[src/rtl/sdram_port_arbiter.sv]
// sdram_port_arbiter: round-robin arbiter that shares the single-port SDRAM
// controller between several single-beat Avalon-MM masters, and steers each
// pipelined read return back to the master that issued it.
module sdram_port_arbiter #(
  parameter int NUM_MASTERS = 2,
  parameter int IADDR       = 32,
  parameter int OADDR       = 25,
  parameter int MAX_PENDING = 8,
  parameter int IDW         = 3
) (
  input  logic                               clk_sys,
  input  logic                               rst,
  input  logic [NUM_MASTERS*IADDR-1:0]       m_address,
  input  logic [NUM_MASTERS*4-1:0]           m_byteenable,
  input  logic [NUM_MASTERS-1:0]             m_read,
  input  logic [NUM_MASTERS-1:0]             m_write,
  input  logic [NUM_MASTERS*32-1:0]          m_writedata,
  output logic [NUM_MASTERS*32-1:0]          m_readdata,
  output logic [NUM_MASTERS-1:0]             m_readdatavalid,
  output logic [NUM_MASTERS-1:0]             m_waitrequest,
  output logic [OADDR-1:0]                   sdram_address,
  output logic [3:0]                         sdram_byteenable,
  output logic                               sdram_read,
  output logic                               sdram_write,
  output logic [31:0]                        sdram_writedata,
  input  logic [31:0]                        sdram_readdata,
  input  logic                               sdram_readdatavalid,
  input  logic                               sdram_waitrequest,
  output logic [$clog2(MAX_PENDING):0]       pending_count,
  output logic                               err_orphan_rdv
);

  localparam int PW = $clog2(MAX_PENDING);
  localparam int CW = PW + 1;

  logic [IDW-1:0] rr_ptr_q, rr_ptr_d;
  logic           lock_q, lock_d;
  logic [IDW-1:0] lock_id_q, lock_id_d;
  logic [IDW-1:0] fifo_q [MAX_PENDING];
  logic [IDW-1:0] fifo_d [MAX_PENDING];
  logic [PW-1:0]  wr_ptr_q, wr_ptr_d;
  logic [PW-1:0]  rd_ptr_q, rd_ptr_d;
  logic [CW-1:0]  count_q, count_d;
  logic           err_q, err_d;

  logic [NUM_MASTERS-1:0] req;
  logic                   sel_valid;
  logic [IDW-1:0]         sel;
  logic                   active;
  logic                   sel_read;
  logic                   sel_write;
  logic                   blocked;
  logic                   fwd;
  logic                   accept;
  logic                   push;
  logic                   pop;
  logic [IDW-1:0]         head;

  // Pick the granted master: the locked one while a stalled command is held,
  // otherwise the first requester after the last grant in round-robin order.
  always_comb begin
    req       = m_read | m_write;
    sel_valid = 1'b0;
    sel       = '0;
    if (lock_q) begin
      sel       = lock_id_q;
      sel_valid = req[lock_id_q];
    end else begin
      for (int k = 1; k <= NUM_MASTERS; k++) begin
        if (!sel_valid && req[(int'(rr_ptr_q) + k) % NUM_MASTERS]) begin
          sel_valid = 1'b1;
          sel       = IDW'((int'(rr_ptr_q) + k) % NUM_MASTERS);
        end
      end
    end
  end

  // Classify the granted command; a read is held back while the ID FIFO is full.
  always_comb begin
    active    = sel_valid & ~rst;
    sel_write = m_write[sel];
    sel_read  = m_read[sel] & ~m_write[sel];
    blocked   = active & sel_read & (count_q == CW'(MAX_PENDING));
    fwd       = active & ~blocked;
    accept    = fwd & ~sdram_waitrequest;
    push      = accept & sel_read;
    pop       = sdram_readdatavalid & (count_q != '0) & ~rst;
    head      = fifo_q[rd_ptr_q];
  end

  // Drive the controller with the granted master's command and route returns.
  always_comb begin
    sdram_address    = m_address[int'(sel)*IADDR + 2 +: OADDR];
    sdram_byteenable = m_byteenable[int'(sel)*4 +: 4];
    sdram_writedata  = m_writedata[int'(sel)*32 +: 32];
    sdram_read       = fwd & sel_read;
    sdram_write      = fwd & sel_write;
    m_waitrequest    = '1;
    if (active) begin
      m_waitrequest[sel] = sdram_waitrequest | blocked;
    end
    m_readdatavalid = '0;
    m_readdata      = '0;
    if (pop) begin
      m_readdatavalid[head]            = 1'b1;
      m_readdata[int'(head)*32 +: 32]  = sdram_readdata;
    end
    pending_count  = count_q;
    err_orphan_rdv = err_q;
  end

  // Next-state for grant pointer, stall lock, return-ID FIFO and orphan flag.
  always_comb begin
    rr_ptr_d  = rr_ptr_q;
    lock_d    = lock_q;
    lock_id_d = lock_id_q;
    fifo_d    = fifo_q;
    wr_ptr_d  = wr_ptr_q;
    rd_ptr_d  = rd_ptr_q;
    err_d     = err_q;
    if (accept) begin
      rr_ptr_d = sel;
      lock_d   = 1'b0;
    end else if (fwd) begin
      lock_d    = 1'b1;
      lock_id_d = sel;
    end else if (lock_q && !sel_valid) begin
      lock_d = 1'b0;
    end
    if (push) begin
      fifo_d[wr_ptr_q] = sel;
      wr_ptr_d         = wr_ptr_q + PW'(1);
    end
    if (pop) begin
      rd_ptr_d = rd_ptr_q + PW'(1);
    end
    count_d = count_q + CW'(push) - CW'(pop);
    if (sdram_readdatavalid && (count_q == '0)) begin
      err_d = 1'b1;
    end
  end

  // State registers; reset discards every outstanding read ID.
  always_ff @(posedge clk_sys) begin
    if (rst) begin
      rr_ptr_q  <= IDW'(NUM_MASTERS - 1);
      lock_q    <= 1'b0;
      lock_id_q <= '0;
      for (int i = 0; i < MAX_PENDING; i++) begin
        fifo_q[i] <= '0;
      end
      wr_ptr_q  <= '0;
      rd_ptr_q  <= '0;
      count_q   <= '0;
      err_q     <= 1'b0;
    end else begin
      rr_ptr_q  <= rr_ptr_d;
      lock_q    <= lock_d;
      lock_id_q <= lock_id_d;
      fifo_q    <= fifo_d;
      wr_ptr_q  <= wr_ptr_d;
      rd_ptr_q  <= rd_ptr_d;
      count_q   <= count_d;
      err_q     <= err_d;
    end
  end

endmodule

[config.mk]
export PLATFORM = sky130hd
export DESIGN_NAME = sdram_port_arbiter
export DESIGN_NICKNAME = d
export VERILOG_FILES = /design/src/rtl/sdram_port_arbiter.sv
export SDC_FILE = /design/constraint.sdc
export NUM_CORES = 1
export LEC_CHECK = 0
export BUFFER_PORTS_ARGS = -buffer_cell sky130_fd_sc_hd__buf_2
export CAP_MARGIN = 20
export CORE_AREA = 2 2 122 124
export CTS_CLUSTER_DIAMETER = 150
export CTS_CLUSTER_SIZE = 30
export DETAILED_ROUTE_END_ITERATION = 8
export DIE_AREA = 0 0 124 126
export PLACE_DENSITY_LB_ADDON = 0.12
export SLEW_MARGIN = 20
export SYNTH_ARGS = -nofsm -noshare
export SYNTH_HDL_FRONTEND = slang
export SYNTH_SLANG_ARGS = --single-unit
export TNS_END_PERCENT = 100
[constraint.sdc]
create_clock -name clk_sys -period 3.4 [get_ports clk_sys]
set_clock_uncertainty 0.2 [all_clocks]
set_input_delay 0.17 -clock clk_sys [delete_from_list [all_inputs] [get_ports clk_sys]]
set_output_delay 0.17 -clock clk_sys [all_outputs]
set_load 0.05 [all_outputs]
# == Word-level counts from Yosys, hierarchy flattened ==
# Cells that the tools add are included.
# word_totals
reg_bits,40
elab_cells,111
inputBits,176
# classes
n_mux,34
addsub,8
n_reduce_logical,13
n_eq_ne,1
shifts,5
order_cmp,10
n_bitwise,25
# op_table
cell,n
AND 64 bit,1
two-way mux 64 bit,1
"variable shift 32 x 33 -> 64 bit, first input constant",1
variable part select 32 x 33 -> 64 bit,1
variable part select 64 x 10 -> 25 bit,1
variable part select 64 x 9 -> 32 bit,1
negation 8 -> 33 bit,1
bitwise mux 24 bit,1
two-way mux 1 bit,20
two-way mux 3 bit,6
AND 1 bit,11
"adder 8 x 2 -> 9 bit, second input constant",1
binary-select mux 3 bit (select 3 bit),1
demux 3 bit (select 3 bit),1
"less-than comparator 3 x 2 -> 1 bit, second input constant",3
"greater-or-equal comparator 4 bit, second input constant",2
NOT 3 -> 4 bit,2
variable part select 8 x 6 -> 4 bit,1
"adder 3 x 1 -> 3 bit, second input constant",2
"greater-or-equal comparator 3 x 1 -> 1 bit, second input constant",2
logical AND 1 bit,6
"less-than comparator 2 x 3 -> 1 bit, second input constant",2
NOT 1 bit,5
adder 4 x 1 -> 4 bit,1
other kinds (16),22

# == Depth between registers and ports, before layout ==
# logic_depth
word_depth,23
depth_mapped,13

# == Worst setup path after synthesis ==
# OpenSTA, ideal clock, no wires.
# synth_timing
kind,reg-to-reg
start,register count_q[2] (netlist: pending_count[2])
end,register count_q[2] (netlist: pending_count[2])
synth_period_minus_slack_ps,3201
arrival_ps,2874
n_path_buf,0
setup_slack_ps,199
required_time_ps,3072
setup_time_ps,128
path_stages_with_launch,12
path_cell_list,dfxtp_1 > inv_1 > ha_1 > nor3b_1 > nor4_1 > nand2_1 > ha_1 > inv_1 > ha_1 > fa_1 > xnor2_1 > nor2_1
# synth_via
elab_chain_cells,8
elab_cells_between_ends,11
cone_classes,2 x add/sub; 1 x eq/ne; 7 x bitwise; 1 x reduce/logical
# synth_lines
element,line_no,text
start: declaration,43,"logic [CW-1:0] count_q, count_d;"
start signal: assignment,163,count_q <= count_d;
equality test 4 bit,83,blocked = active & sel_read & (count_q == CW'(MAX_PENDING));
AND 1 bit,83,
NOT 1 bit,84,fwd = active & ~blocked;
AND 1 bit,84,
AND 1 bit,85,accept = fwd & ~sdram_waitrequest;
AND 1 bit,86,push = accept & sel_read;
adder 4 x 1 -> 4 bit,137,count_d = count_q + CW'(push) - CW'(pop);
subtractor 4 x 1 -> 4 bit (*),137,
# Every way passes the cells marked *; elsewhere a longest branch is shown, timed or not.
# A chain may end at the register's enable or synchronous reset.

# == Final worst setup path ==
# layout_timing
start,register rd_ptr_q[0]
end,output port m_readdata[7]
# layout_via
elab_chain_cells,8
elab_cells_between_ends,9
cone_classes,1 x add/sub; 2 x shift; 4 x mux; 2 x bitwise
# layout_lines
element,line_no,text
start: declaration,42,"logic [PW-1:0] rd_ptr_q, rd_ptr_d;"
start signal: assignment,162,rd_ptr_q <= rd_ptr_d;
NOT 3 -> 4 bit (implied by the code) (*),88,head = fifo_q[rd_ptr_q];
binary-select mux 3 bit (select 3 bit) (*),88,
two-way mux 3 bit (implied by the code) (*) (2 in series),88,
negation 8 -> 33 bit (*),106,m_readdata[int'(head)*32 +: 32] = sdram_readdata;
variable part select 32 x 33 -> 64 bit or variable shift 32 x 33 -> 64 bit (tied branches),106,
AND 64 bit (no source line) (*),n/a,
two-way mux 64 bit (*),104,if (pop) begin
end: declaration,18,"output logic [NUM_MASTERS*32-1:0] m_readdata,"
# Every way passes the cells marked *; elsewhere a longest branch is shown, timed or not. The select of a mux whose other input is x is not followed.

==> flow_summary.json <==
{
  "outcome": "finished, final reports clean",
  "die_area_um2": 15620,
  "die_x_um": 124,
  "grt_max_degree": 67,
  "ys.flop_type": "dfxtp_1",
  "dpl_cell_area_um2": 4949,
  "synthArstFlopShare_pct": 0,
  "synth_nets": 577,
  "power_density_nw_per_um2": 489.8,
  "portBuffers": 297,
  "overflow": 0,
  "min_period_ns": 3.294,
  "gp_congestion": 0.7766,
  "synth_area_um2": 3229,
  "critPathBufInv": 4,
  "n_antenna_cell": 0,
  "final_antenna_net_count": 0,
  "ioPinCount": 312,
  "clockPowerShare_pct": 22.0,
  "drc": 0,
  "netlist_top_cells_count": "71 x and3_1, 61 x a22o_1, 43 x nand2_1",
  "final_nets": 856,
  "worstSetupPathType": "reg2out",
  "intPower_mw": 1.356,
  "worst_setup_path_start_kind": "flop",
  "synthTopCellsByArea": "dfxtp_1 25%, a22o_1 17%, and3_1 14%, mux2i_1 9.3%, nand2_1 5.0%",
  "cpLargestDelayFamily": "multiplexers",
  "end_kind": "output pin",
  "hold_violations": 0,
  "switching_power_mw": 1.215,
  "seq_power_share_pct": 21.0,
  "cap_violations": 0,
  "fill_cells": 1479,
  "maxSlewHeadroom_pct": 56.35,
  "max_stage_delay_ns": 0.51,
  "slowest_stage": "mux4_2",
  "multi_input_area_um2": 2267,
  "clock-sinks": 40,
  "wl_per_cell_um": 15.03,
  "yosysSeqAreaShare_pct": 24.80,
  "swShare_pct": 47.26,
  "drtIter0Drc": 208,
  "grt_use_total_pct": 14.76,
  "path_clk_slew_ns": 0.06,
  "die_h_um": 126,
  "clk_latency_ns": 0.28,
  "numCtsBuffers": 5,
  "setup_ws_ns": 0.1057,
  "synth.avg_cell_area_um2": 8.280,
  "min_path_type": "in2reg",
  "leakage_nw": 2.997,
  "dp_hpwl_mm": 10.29,
  "ys_ff_latch": 40,
  "synth_most_common_cell": "and3_1",
  "setup_viol": 0,
  "arrival_ns": 2.92,
  "core_um2": 14310,
  "finalInstanceArea_um2": 5250,
  "clk_path_buf_depth": 2,
  "preCtsSetupSlack_ns": 0.3123,
  "wl_mm": 12.83,
  "worstMarginPinSlew_ns": 0.6498,
  "cts_setup_buffers": 0,
  "first_pass_iters": 4,
  "dr_total_vias": 4023,
  "drive_gt1_share_pct": 50.45,
  "tritoncts": "built",
  "antenna_found_initial": 0,
  "yosysTopAreaCell": "dfxtp_1",
  "drv_slew": 0,
  "cts_root_buffer": "clkbuf_16",
  "grt_pass1_vias": 3581,
  "cts_max_level": 2,
  "row_count": 44,
  "crit_fanout": 32,
  "vias_per_cell": 4.711,
  "vdd_drop_max_mv": 0.1605,
  "start_util_pct": 22.56,
  "fin_setup_tns_ns": 0,
  "ff_latch_area_um2": 802.0,
  "grt_pass1_wl_mm": 18.36,
  "crit_chain": "buf_6 > buf_4 > mux4_2 > mux2_2 > ha_1 > nor3_1 > and3_1 > buf_12 > and3_1 > buf_4",
  "yosys_warnings": 0,
  "synth_edf_count": 0,
  "final.period_utilization_pct": 96.89,
  "netlist.area_leader.share_pct": 24.80,
  "power_frac_comb_pct": 57.0,
  "synth_cells": 390,
  "max_freq_mhz": 303.6,
  "cp_data_required_time_ns": 3.03,
  "syn_to_final_growth_pct": 62.57,
  "synth_cell_types": 46,
  "power_mw": 2.571
}
-- worst reg2reg max path, cell delays in order (launching register included) --
cell and delay [ns]:
dfxtp_1 0.45, nand2_1 0.25, o21ai_0 0.14, nor4_1 0.48
nand2_1 0.17, ha_1 0.31, inv_1 0.04, ha_1 0.19
fa_1 0.39, xnor2_1 0.14, nor2_1 0.05
-- per-layer routing --
layer | part of all wire, % | vias up | global-route usage, %
met5 | 0 | - | 0
met4 | 0.91 | 0 | 2.578
met3 | 5.8 | 10 | 2.536
met2 | 51 | 119 | 27.12
met1 | 42 | 1873 | 17.98
li1 | - | 2021 | -
-- final timing paths --
kind / start / to / slack (ns) / cells after the start
max: rd_ptr_q[0] / m_readdata[7] / 0.11 / 10
min: sdram_waitrequest / lock_q / 0.02 / 3
max reg2reg: lock_q / pending_count[2] / 0.47 / 10
min reg2reg: fifo_q[7] / fifo_q[7] / 0.26 / 2
-- through the flow --
step,hold WS [ns],utilization [%],instances
after floorplan,0.1272,-,390
after global placement,0.2403,34.57,845
after detailed placement,0.2491,34.57,845
after CTS,0.01187,35.95,854
after global routing,0.04994,36.68,854
final,0.01651,36.68,854
-- power groups by stage --
stage	registers (mW)	clock network, mW	logic (mW)
after floorplan	0.600	0	1.00
after global placement	0.547	0	1.42
after detailed placement	0.549	0	1.43
after CTS	0.539	0.586	1.44
after global routing	0.545	0.606	1.57
final	0.539	0.567	1.47
-- placed cells by master, fill, tap and decap left out, types with 9 or more instances in the layout --
cell type	instances
mux2i_1	30
ha_1	10
and3_1	70
nor2_1	12
buf_2	265
buf_4	36
dfxtp_1	39
inv_1	9
nand2_1	43
a22o_1	61
-- kinds of logic after synthesis --
kind of cell,Yosys count,synth area share [%]
AO/OA/AOI/OAI,88,22.86
adder cells (fa/ha/maj),11,4.494
AND/OR/NAND/NOR,162,27.08
multiplexers,37,13.83
XOR/XNOR,4,1.085
flip-flops,40,24.80
buffers and inverters,48,5.850
-- state kept, by name, indices dropped and copies added, names as in the netlist --
name            flops
rd_ptr_q            3
lock_q              1
wr_ptr_q            3
err_orphan_rdv      1
rr_ptr_q            1
pending_count       4
lock_id_q           3
fifo_q             24
-- timing repair --
item / in CTS / in global routing
hold endpoints to repair: 2 / 0
hold buffers: 1 / 0
resized for setup: 2 / 68
pin swaps: 0 / 1
cloned: 0 / 0
setup endpoints to repair: 2 / 33
-- area by class of cell --
cell class              instances  share of cell area [%]
clock buffers                   7                   2.908
clock inverters                 1                  0.5720
inverters                       9                  0.6435
multi-input cells             302                   43.18
flip-flops and latches         40                   15.28
well taps                     184                   4.385
repair buffers                311                   33.03
Note: power is estimated with default switching activity, not from simulation.
